$ cat config.mk
export PLATFORM = sky130hd
export DESIGN_NAME = wave_gen_param
export DESIGN_NICKNAME = d
export VERILOG_FILES = /design/src/rtl/wave_gen_pkg.sv /design/src/rtl/wave_gen_cfg_shadow.sv /design/src/rtl/wave_gen_param.sv
export SDC_FILE = /design/constraint.sdc
export NUM_CORES = 1
export LEC_CHECK = 0
export CAP_MARGIN = 20
export CELL_PAD_IN_SITES_DETAIL_PLACEMENT = 0
export CELL_PAD_IN_SITES_GLOBAL_PLACEMENT = 2
export CORE_ASPECT_RATIO = 0.75
export CORE_UTILIZATION = 37
export DETAILED_ROUTE_END_ITERATION = 16
export PLACE_DENSITY_LB_ADDON = 0.05
export SETUP_SLACK_MARGIN = 0.05
export SYNTH_ARGS = -nofsm -noshare
export SYNTH_HDL_FRONTEND = slang
export SYNTH_SLANG_ARGS = --single-unit
$ cat constraint.sdc
create_clock -name clk -period 4.8 [get_ports clk]
set_input_delay 1.44 -clock clk [delete_from_list [all_inputs] [get_ports clk]]
set_output_delay 1.44 -clock clk [all_outputs]
set_load 0.05 [all_outputs]
$ cat src/rtl/wave_gen_pkg.sv
// rtl/wave_gen_pkg.sv - shared modes, default widths and config record for wave_gen_param (WAVE_GEN_OFFSET_EN adds offset)
package wave_gen_pkg;

    localparam int DW_DEF = 8;
    localparam int PW_DEF = 8;
    // Config record fields are sized for the widest supported DW/PW (<= 16).
    localparam int CFG_W  = 16;

    typedef enum logic [1:0] {
        MODE_SQUARE = 2'd0,
        MODE_SAW    = 2'd1,
        MODE_TRI    = 2'd2,
        MODE_OFF    = 2'd3
    } wave_mode_e;

    typedef struct packed {
        wave_mode_e       mode;
        logic [CFG_W-1:0] period;
        logic [CFG_W-1:0] duty;
        logic [CFG_W-1:0] amp;
`ifdef WAVE_GEN_OFFSET_EN
        logic [CFG_W-1:0] offset;
`endif
    } wave_cfg_t;

    function automatic wave_cfg_t cfg_reset();
        wave_cfg_t c;
        c.mode   = MODE_OFF;
        c.period = '0;
        c.duty   = '0;
        c.amp    = '0;
`ifdef WAVE_GEN_OFFSET_EN
        c.offset = '0;
`endif
        return c;
    endfunction

endpackage

$ cat src/rtl/wave_gen_cfg_shadow.sv
// rtl/wave_gen_cfg_shadow.sv - double-buffered config: shadow, active, pending flag and boundary apply
module wave_gen_cfg_shadow
    import wave_gen_pkg::*;
(
    input  logic      clk,
    input  logic      rst_n,
    input  logic      en,
    input  logic      cfg_load,
    input  wave_cfg_t cfg_in,
    input  logic      cycle_last,
    output wave_cfg_t active,
    output logic      apply
);
    wave_cfg_t shadow;
    logic      pending;

    // A strobe landing on the boundary edge itself is applied straight from the inputs.
    assign apply = en && (pending || cfg_load) && (cycle_last || active.mode == MODE_OFF);

    always_ff @(posedge clk or negedge rst_n) begin
        if (!rst_n) begin
            shadow  <= cfg_reset();
            active  <= cfg_reset();
            pending <= 1'b0;
        end else begin
            if (cfg_load) begin
                shadow <= cfg_in;
            end
            if (apply) begin
                active  <= cfg_load ? cfg_in : shadow;
                pending <= 1'b0;
            end else if (cfg_load) begin
                pending <= 1'b1;
            end
        end
    end

endmodule

$ cat src/rtl/wave_gen_param.sv
// rtl/wave_gen_param.sv - square/sawtooth/triangle generator, one sample per enabled clock
// WAVE_GEN_OFFSET_EN adds a saturating output offset captured with the config.
module wave_gen_param
    import wave_gen_pkg::*;
#(
    parameter int DW = DW_DEF,
    parameter int PW = PW_DEF
) (
    input  logic          clk,
    input  logic          rst_n,
    input  logic          en,
    input  logic          cfg_load,
    input  logic [1:0]    mode,
    input  logic [PW-1:0] period,
    input  logic [PW-1:0] duty,
    input  logic [DW-1:0] amp,
`ifdef WAVE_GEN_OFFSET_EN
    input  logic [DW-1:0] offset,
`endif
    output logic [DW-1:0] wave,
    output logic          wave_vld,
    output logic          cycle_done
);
    localparam int PHW = (DW > PW) ? DW : PW;

    wave_cfg_t      cfg_in;
    wave_cfg_t      active;
    logic           apply;
    logic           last;
    logic           dir;
    logic           dir_next;
    logic [PHW-1:0] phase;
    logic [PHW-1:0] ph_next;
    logic [DW-1:0]  shape;
    logic [DW-1:0]  sample;
    logic [DW-1:0]  a_amp;
    logic [PW-1:0]  a_period;
    logic [PW-1:0]  a_duty;
    logic [PW-1:0]  per_eff;
    logic           unused_cfg_bits;

    always_comb begin
        cfg_in        = cfg_reset();
        cfg_in.mode   = wave_mode_e'(mode);
        cfg_in.period = CFG_W'(period);
        cfg_in.duty   = CFG_W'(duty);
        cfg_in.amp    = CFG_W'(amp);
`ifdef WAVE_GEN_OFFSET_EN
        cfg_in.offset = CFG_W'(offset);
`endif
    end

    wave_gen_cfg_shadow u_cfg (
        .clk        (clk),
        .rst_n      (rst_n),
        .en         (en),
        .cfg_load   (cfg_load),
        .cfg_in     (cfg_in),
        .cycle_last (last),
        .active     (active),
        .apply      (apply)
    );

    assign a_period = PW'(active.period);
    assign a_duty   = PW'(active.duty);
    assign a_amp    = DW'(active.amp);
    assign per_eff  = (a_period == '0) ? PW'(1) : a_period;
    assign unused_cfg_bits = ^{active.period >> PW, active.duty >> PW, active.amp >> DW};

    // Square uses phase as a sample index; saw/triangle use it as the current level.
    always_comb begin
        last     = 1'b0;
        shape    = '0;
        ph_next  = phase;
        dir_next = dir;
        case (active.mode)
            MODE_SQUARE: begin
                shape   = (phase < PHW'(a_duty)) ? a_amp : '0;
                last    = (phase >= PHW'(per_eff - PW'(1)));
                ph_next = last ? '0 : phase + PHW'(1);
            end
            MODE_SAW: begin
                shape   = DW'(phase);
                last    = (DW'(phase) >= a_amp);
                ph_next = last ? '0 : phase + PHW'(1);
            end
            MODE_TRI: begin
                shape = DW'(phase);
                if (a_amp == '0) begin
                    last    = 1'b1;
                    ph_next = '0;
                end else if (!dir) begin
                    if (DW'(phase) >= a_amp) begin
                        if (a_amp == DW'(1)) begin
                            last    = 1'b1;
                            ph_next = '0;
                        end else begin
                            dir_next = 1'b1;
                            ph_next  = PHW'(a_amp - DW'(1));
                        end
                    end else begin
                        ph_next = phase + PHW'(1);
                    end
                end else if (phase <= PHW'(1)) begin
                    last     = 1'b1;
                    ph_next  = '0;
                    dir_next = 1'b0;
                end else begin
                    ph_next = phase - PHW'(1);
                end
            end
            default: begin
                last = 1'b0;
            end
        endcase
    end

`ifdef WAVE_GEN_OFFSET_EN
    logic [DW:0] sum;
    logic        unused_off_bits;
    assign sum             = {1'b0, shape} + {1'b0, DW'(active.offset)};
    assign sample          = sum[DW] ? '1 : sum[DW-1:0];
    assign unused_off_bits = ^(active.offset >> DW);
`else
    assign sample = shape;
`endif

    always_ff @(posedge clk or negedge rst_n) begin
        if (!rst_n) begin
            phase      <= '0;
            dir        <= 1'b0;
            wave       <= '0;
            wave_vld   <= 1'b0;
            cycle_done <= 1'b0;
        end else if (en) begin
            wave       <= (active.mode == MODE_OFF) ? '0 : sample;
            wave_vld   <= (active.mode != MODE_OFF);
            cycle_done <= last;
            if (apply) begin
                phase <= '0;
                dir   <= 1'b0;
            end else begin
                phase <= ph_next;
                dir   <= dir_next;
            end
        end else begin
            wave_vld   <= 1'b0;
            cycle_done <= 1'b0;
        end
    end

endmodule

# Yosys cells after proc, flatten, opt, wreduce, memory -nomap -nowiden
# Cells that the tools add are included.
[word_totals] reg_bits=96 elab_cells=72
[op_classes] n_addsub=4 order_cmp=4 n_eq_ne=6 n_mux=31 reduce_logical=13
[op_table] op="$mux 8" n=11
[op_table] op="$mux 50" n=1
[op_table] op="$pmux 8 s3" n=1
[op_table] op="$sub 8x1->8 const B" n=3
[op_table] op="$ge 8x8->1" n=2
[op_table] op="$logic_not 8->1" n=2
[op_table] op="$mux 1" n=16
[op_table] op="$pmux 8 s2" n=1
[op_table] op="$add 8x1->8 const B" n=1
[op_table] op="$eq 8x1->1 const B" n=1
[op_table] op="$le 8x1->1 const B" n=1
[op_table] op="$lt 8x8->1" n=1
[op_table] op="$eq 2x2->1 const B" n=2
[op_table] op="$ne 2x2->1 const B" n=2
[op_table] op="$reduce_bool 2->1" n=2
[op_table] op="$reduce_bool 4->1" n=1
[op_table] op="$pmux 1 s3" n=1
[op_table] op="$reduce_and 3->1" n=1
[op_table] op="$eq 2x1->1 const B" n=1
[op_table] op="$logic_and 1x1->1" n=2
[op_table] op="$logic_not 2->1" n=1
[op_table] op="$logic_or 1x1->1" n=2
[op_table] op="$reduce_and 2->1" n=1
[op_table] op="$reduce_or 2->1" n=1

# Longest topological paths before layout
[depth] ltp_word=10 mapped_depth=15 ltp_nobuf=14

# By module
# A second synthesis with hierarchy kept.
[unflattened] hier_cells=503 hier_area_um2=6134.6
[modules_own_cells] module="wave_gen_cfg_shadow" instances=1 cells_each=216 area_each_um2=3776.1 seq_area_each_um2=2532.4
[modules_own_cells] module="wave_gen_param" instances=1 cells_each=287 area_each_um2=2358.5 seq_area_each_um2=475.5

# Worst setup path after synthesis
# Ideal clock, no wire load.
[synth_path] path_kind="register -> register" from="register, netlist name u_cfg.active[35]" to="register, netlist name u_cfg.active[16]" setup_time_ps=125 arrival_ps=3403 required_time_ps=4675 setup_slack_ps=1272 stages_incl_launch_ff=15 path_buffers=1 period_less_slack_ps=3528 cell_sequence="dfrtp_1 nor4_1 a31oi_1 ha_1 nand2b_1 nor4_1 xnor2_1 ha_1 and3_1 a221o_1 a31oi_1 o221ai_1 o221ai_4 buf_6 mux2_4"
[synth_between] elab_chain_cells=7
[synth_rtl] element="$logic_not 8->1" line="wave_gen_param.sv:67" rtl="assign per_eff = (a_period == '0) ? PW'(1) : a_period;"
[synth_rtl] element="$mux 8 (*)" line="wave_gen_param.sv:67"
[synth_rtl] element="$sub 8x1->8 (*)" line="wave_gen_param.sv:79" rtl="last = (phase >= PHW'(per_eff - PW'(1)));"
[synth_rtl] element="$ge 8x8->1 (*)" line="wave_gen_param.sv:79"
[synth_rtl] element="$pmux 1 s3 (*)" line="wave_gen_param.sv:76" rtl="case (active.mode)"
[synth_rtl] element="$logic_or 1x1->1 (*)" line="wave_gen_cfg_shadow.sv:18" rtl="assign apply = en && (pending || cfg_load) && (cycle_last || active.mode == MODE_OFF);"
[synth_rtl] element="$logic_and 1x1->1 (*)" line="wave_gen_cfg_shadow.sv:18"
# Mark *: on every way between the ends. The rest lies on a longest branch, timed or not.
# A chain may end at the register's enable or synchronous reset.

# Final worst setup path
[layout_path] from="register, netlist name u_cfg.active[35]" to="register, netlist name u_cfg.active[6]"
[layout_between] elab_chain_cells=7
[layout_rtl] element="$logic_not 8->1" line="wave_gen_param.sv:67"
[layout_rtl] element="$mux 8 (*)" line="wave_gen_param.sv:67"
[layout_rtl] element="$sub 8x1->8 (*)" line="wave_gen_param.sv:79"
[layout_rtl] element="$ge 8x8->1 (*)" line="wave_gen_param.sv:79"
[layout_rtl] element="$pmux 1 s3 (*)" line="wave_gen_param.sv:76"
[layout_rtl] element="$logic_or 1x1->1 (*)" line="wave_gen_cfg_shadow.sv:18"
[layout_rtl] element="$logic_and 1x1->1 (*)" line="wave_gen_cfg_shadow.sv:18"
# Marked as above.

==> results_dict.tcl <==
set metrics [dict create \
    outcome "complete, no violations" \
    io_pins 40 \
    finalCritPeriodShare_pct 85.5 \
    endpoint "u_cfg.active[6]" \
    fin_area_mm2 0.00530 \
    setup_viol 0 \
    worstPathMaxFanout 30 \
    syn_nets 514 \
    maxCapViolations 0 \
    num_vias 3521 \
    synth-seq-cells 72 \
    seq_area_frac_synth_pct 41.4 \
    seqCellArea_mm2 0.00181 \
    h-tree-depth 3 \
    critPathArrivalTime_ns 4.37 \
    fin_cells 655 \
    placed_area_mm2 0.00495 \
    place_congestion 0.844 \
    routedWlPerCell_um 18.4 \
    cts_setup_buffers 0 \
    end_kind "flip-flop" \
    hp-class "reg -> reg" \
    regToRegSetupSlack_ns 0.69 \
    ys.flop_type "dfrtp_1" \
    finalSetupTns_ns 0 \
    post-route-min-period_ns 4.11 \
    finalHoldViolations 0 \
    cts.clk_slew.worst_paths_ns 0.06 \
    die_area_mm2 0.0122 \
    cts_tree "done" \
    ant_nets 0 \
    gr-total-overflow 0 \
    crit_type "reg -> reg" \
    nets 556 \
    worstPathCellList "nor4_1 > a31oi_1 > ha_1 > nand2b_1 > nor4_1 > xnor2_1 > ha_1 > and3_1 > a221o_1 > a31oi_1 > o221ai_1 > o221ai_4 > buf_4 > nor2_1 > a21oi_1" \
    avgSynthCellArea_um2 9.67 \
    power_density_mw_per_mm2 617 \
    critPathSlowestCell "o221ai_4" \
    core-area_mm2 0.0112 \
    slew_headroom_pct 38.2 \
    cp.depth 15 \
    clockBufferDepth 2 \
    cts.sinks 72 \
    tightest_slew_ns 0.927 \
    grt_max_degree 73 \
    synth_cell_type_count 55 \
    netlist_instances 451 \
    first_pass_iters 4 \
    port_buffers 39 \
    pre_cts_slack_ns 0.695 \
    n_fill_cell 1100 \
    antenna_found_initial 0 \
    fin_skew_ns 0.0101 \
    drive_gt1_share_pct 15.5 \
    p_leak_nw 2.26 \
    fin_ws_ns 0.694 \
    dieHeight_um 96.0 \
    final_common_cell "dfrtp_1" \
    irDropWorstVdd_mv 0.279 \
    area_growth_pct 21.5 \
    drc 0 \
    vias_per_cell 5.38 \
    reg2reg_to "u_cfg.active[6]" \
    initial_utilization_pct 39.0 \
    maxSlewViolCount 0 \
    num_antenna_cells 0 \
    synth_top_area_share_pct 39.0 \
    cts.repair.resized 0 \
    rsz0062_at_grt "no" \
    fmax_mhz 244 \
    final_cell_mix "68 x dfrtp_1, 55 x nor2_1, 40 x a21oi_1" \
    clkLatencyLatePin_ns 0.34 \
    path_delay_family "compound AO/OA/AOI/OAI gates" \
    rr_worst_depth 15 \
    multi_input_area_mm2 0.00236 \
    post-dp-hpwl_mm 8.47 \
    syn_area_mm2 0.00436 \
    die_w_um 127 \
    start_kind "flip-flop" \
    grtUsageTotal_pct 21.5 \
    grt_pass1_wl_mm 19.4 \
    cts-root-buf "clkbuf_16" \
    synthTopCellsByArea "dfrtp_1 39%, ha_1 9.5%, mux2_2 8.3%" \
    rows 33 \
    path_buf_inv 1 \
    worstSetupStartpoint "u_cfg.active[35]" \
    first_global_vias 3466 \
    required_ns 5.06 \
    synth_edf_count 0 \
    yosys_warnings 0 \
    rr_startpoint "u_cfg.active[35]" \
    cts_hold_buffers 0 \
    placed_cells 639 \
    async_flop_share_pct 100 \
    drt-initial-drc-count 266 \
    wirelength_mm 12.0 \
    netlist.top_cell.by_area "dfrtp_1" \
    cts_buffers 9 \
    slowest_delay_ns 0.53 \
]
[worst reg2reg max path, delay by kind of cell (launching register included)]
family | cells | cell delay (ns)
AO/OA/AOI/OAI | 6 | 1.69
AND/OR/NAND/NOR | 5 | 0.83
adder cells (fa/ha/maj) | 2 | 0.55
flip-flops | 1 | 0.43
buffers and inverters | 1 | 0.40
XOR/XNOR | 1 | 0.13
[cells in the mapped netlist, types with 4 or more instances]
library cell   n
mux2_2        32
dfrtp_1       68
nor2b_1        8
inv_1         29
o211ai_1       4
clkbuf_1      17
xor2_1         4
xnor2_1       14
nor2_1        55
a21oi_1       40
o21ai_0       18
ha_1          33
dfstp_2        4
a221oi_1       5
a211oi_1       5
or2_2          4
nor3_1        12
nand3b_1      10
a31oi_1       13
nand3_1        8
nand4_1        4
nand2_1       14
[power breakdown]
part	total [mW]	switching, mW	internal (mW)	leakage [nW]
registers	0.979	0.184	0.795	0.846
logic	1.50	0.916	0.584	1.24
clock network	0.787	0.265	0.522	0.170
total	3.27	1.36	1.90	2.26
[layout make-up]
| cell class | count | share of cell area [%] |
|---|---|---|
| Tap cell | 157 | 3.71 |
| Timing Repair Buffer | 51 | 9.02 |
| Clock inverter | 5 | 1.96 |
| Multi-Input combinational cell | 330 | 44.6 |
| Clock buffer | 11 | 4.58 |
| Sequential cell | 72 | 34.1 |
| Inverter | 29 | 2.05 |
[through the flow]
step	util, %	power (mW)	hold slack, ns
final	47.3	3.27	0.495
after detailed placement	44.2	2.48	0.487
after global placement	44.2	2.46	0.484
after CTS	47.3	3.29	0.499
after global routing	47.3	3.51	0.508
after floorplan	-	2.01	0.469
[metal layers]
layer  share of wire (%)  vias to the layer above  GRT usage [%]
met1                  49                     1708           30.0
met2                  44                       91           32.8
met5                   0                        -              0
met4                 1.8                        0           7.94
met3                 6.1                       17           4.61
li1                    -                     1705              -
[worst min path at each step]
stage	start	end	slack, ns	depth (start not counted)
after floorplan	u_cfg.shadow[32]	u_cfg.shadow[32]	0.47	1
after global placement	u_cfg.shadow[39]	u_cfg.shadow[39]	0.48	1
after detailed placement	u_cfg.shadow[33]	u_cfg.shadow[33]	0.49	1
after CTS	u_cfg.shadow[33]	u_cfg.shadow[33]	0.50	1
after global routing	u_cfg.shadow[16]	u_cfg.shadow[16]	0.51	1
final	u_cfg.shadow[33]	u_cfg.shadow[33]	0.49	1
[flip-flops by register name (all words and copies together), names as in the netlist]
name and count:
phase 8, cycle_done 1, u_cfg.pending 1, wave_vld 1, u_cfg.active 26, dir 1, wave 8, u_cfg.shadow 26
[logic make-up (layout without fill, tap and decap cells)]
family | after synthesis | in the layout | share of synthesized area [%]
AOI/OAI and AO/OA | 113 | 113 | 17.0
xor gates and xnor gates | 18 | 18 | 3.61
adders and majority gates | 33 | 33 | 9.47
buffers and inverters | 49 | 96 | 4.59
DFF | 72 | 72 | 41.4
muxes | 35 | 35 | 9.18
and+or+nand+nor | 131 | 131 | 14.7
Power figures use the tool's default switching activity.
==> RTL edit, RTL diff (same settings) <==
Register the input `period` before use, with the module's reset. The logic sees it one clock later. The other inputs are not delayed to match.
--- a/src/rtl/wave_gen_param.sv
+++ b/src/rtl/wave_gen_param.sv
@@ -23,6 +23,16 @@
 );
     localparam int PHW = (DW > PW) ? DW : PW;
 
+    logic [PW-1:0] period_q;
+
+    always_ff @(posedge clk or negedge rst_n) begin
+        if (!rst_n) begin
+            period_q <= '0;
+        end else begin
+            period_q <= period;
+        end
+    end
+
     wave_cfg_t      cfg_in;
     wave_cfg_t      active;
     logic           apply;
@@ -42,7 +52,7 @@
     always_comb begin
         cfg_in        = cfg_reset();
         cfg_in.mode   = wave_mode_e'(mode);
-        cfg_in.period = CFG_W'(period);
+        cfg_in.period = CFG_W'(period_q);
         cfg_in.duty   = CFG_W'(duty);
         cfg_in.amp    = CFG_W'(amp);
 `ifdef WAVE_GEN_OFFSET_EN
Function: changed (a bounded check fails within 4 cycles, from zero or initial values and one cycle with rst_n low).
==> RTL edit against the unedited design <==
Worst setup slack improved by 0.062 ns. Sequential power rose by 15%. Final cell count fell by 2.9%. Area after synthesis rose by 6.1%. Design area rose by 4.3%. Maximum frequency rose by 1.5%. Clock power fell by 8.9%. Routed wire length rose by 2.7%. Total power rose by 18%. Sequential cell count rose by 8. Largest power group unchanged.
==> RTL edit: results (changes against the unedited design) <==
[finish]
nClkBuffers=10  ; was 11
signal_buffers=49  ; was 51
fin_nets=532  ; was 556
final-clk-cell-share=0.05528  ; was 0.06542
drive_above_1_share=0.1962  ; was 0.1546
sh_seq_area=0.3634  ; was 0.3410
multi_input_gates=303  ; was 330
n_fill_cell=1140  ; was 1100
inv_count=26  ; was 29

[global_route]
grt_max_degree=81  ; was 73
grt_pass1_wl_um=20200  ; was 19400 µm
use_met1=0.2962  ; was 0.2998

[drt]
wl_per_cell_um=19.40  ; was 18.35 µm
wl_met1_um=6124  ; was 5832 µm
drt_iter0_drc=199  ; was 266

[synth]
synthCells=428  ; was 451
yosysSeqAreaShare=0.4336  ; was 0.4142
synth_common_cells=76 x dfrtp_1, 33 x ha_1, 33 x nand2_1  ; was 68 x dfrtp_1, 55 x nor2_1, 40 x a21oi_1
synth_cell_types=59  ; was 55
avgSynthCellArea_um2=10.81  ; was 9.671 µm²

[critical_path]
crit_fanout=26  ; was 30
slowest_delay_ns=0.44  ; was 0.53 ns
ff2ff_path_depth=14  ; was 15

[worst_hold_path]
min-delay-start=u_cfg.pending$_DFFE_PN0P_  ; was u_cfg.shadow[33]$_DFF_PN0_

[placement]
dp_hpwl_um=8510  ; was 8471 µm
placed_cell_area_um2=5197  ; was 4951 µm²
gp_congestion=0.8073  ; was 0.8437

[outcome]
status=completed  ; unchanged

[power_and_ir_drop]
ir_drop_uv=275.6  ; was 278.8 µV

-- RTL edit: changes by cell type after synthesis, moves of 8 or more --
| cell | delta |
|---|---|
| nand3b_1 | -8 |
| nor3_1 | +10 |
| nand2_1 | +19 |
| o21ai_0 | -8 |
| dfrtp_1 | +8 |
| nor2_1 | -40 |
| mux2_4 | +19 |
| a21oi_1 | -23 |
-- RTL edit: critical path, delay by kind of cell, from the launching register on --
family / cells / cell delay, ns
and+or+nand+nor: 4 / 0.75
xor gates and xnor gates: 1 / 0.14
buffers and inverters: 1 / 0.26
DFF: 1 / 0.44
muxes: 1 / 0.36
adders and majority gates: 2 / 0.53
AOI/OAI and AO/OA: 5 / 1.42
-- RTL edit: power by group through the flow --
stage / Sequential, mW / Clock, mW / Combinational (mW)
4_1_cts: 1.13 / 0.734 / 2.00
3_5_place_dp: 1.14 / 0 / 1.99
5_1_grt: 1.17 / 0.763 / 2.20
3_3_place_gp: 1.14 / 0 / 1.97
6_report: 1.13 / 0.717 / 2.00
2_1_floorplan: 1.18 / 0 / 1.37
-- RTL edit: cells by family after synthesis --
family | share of synthesized area
AO/OA/AOI/OAI | 0.1373
AND/OR/NAND/NOR | 0.1284
XOR/XNOR | 0.02271
multiplexers | 0.1457
buffers and inverters | 0.04298
adder cells (fa/ha/maj) | 0.08921
flip-flops | 0.4336
-- RTL edit: stage by stage --
| step | setup WS [ns] | hold WS (ns) |
|---|---|---|
| 2_1_floorplan | 1.310 | 0.4525 |
| 3_3_place_gp | 0.9790 | 0.4725 |
| 3_5_place_dp | 0.8136 | 0.4836 |
| 4_1_cts | 0.7860 | 0.4990 |
| 5_1_grt | 0.4586 | 0.5133 |
| 6_report | 0.7566 | 0.4959 |
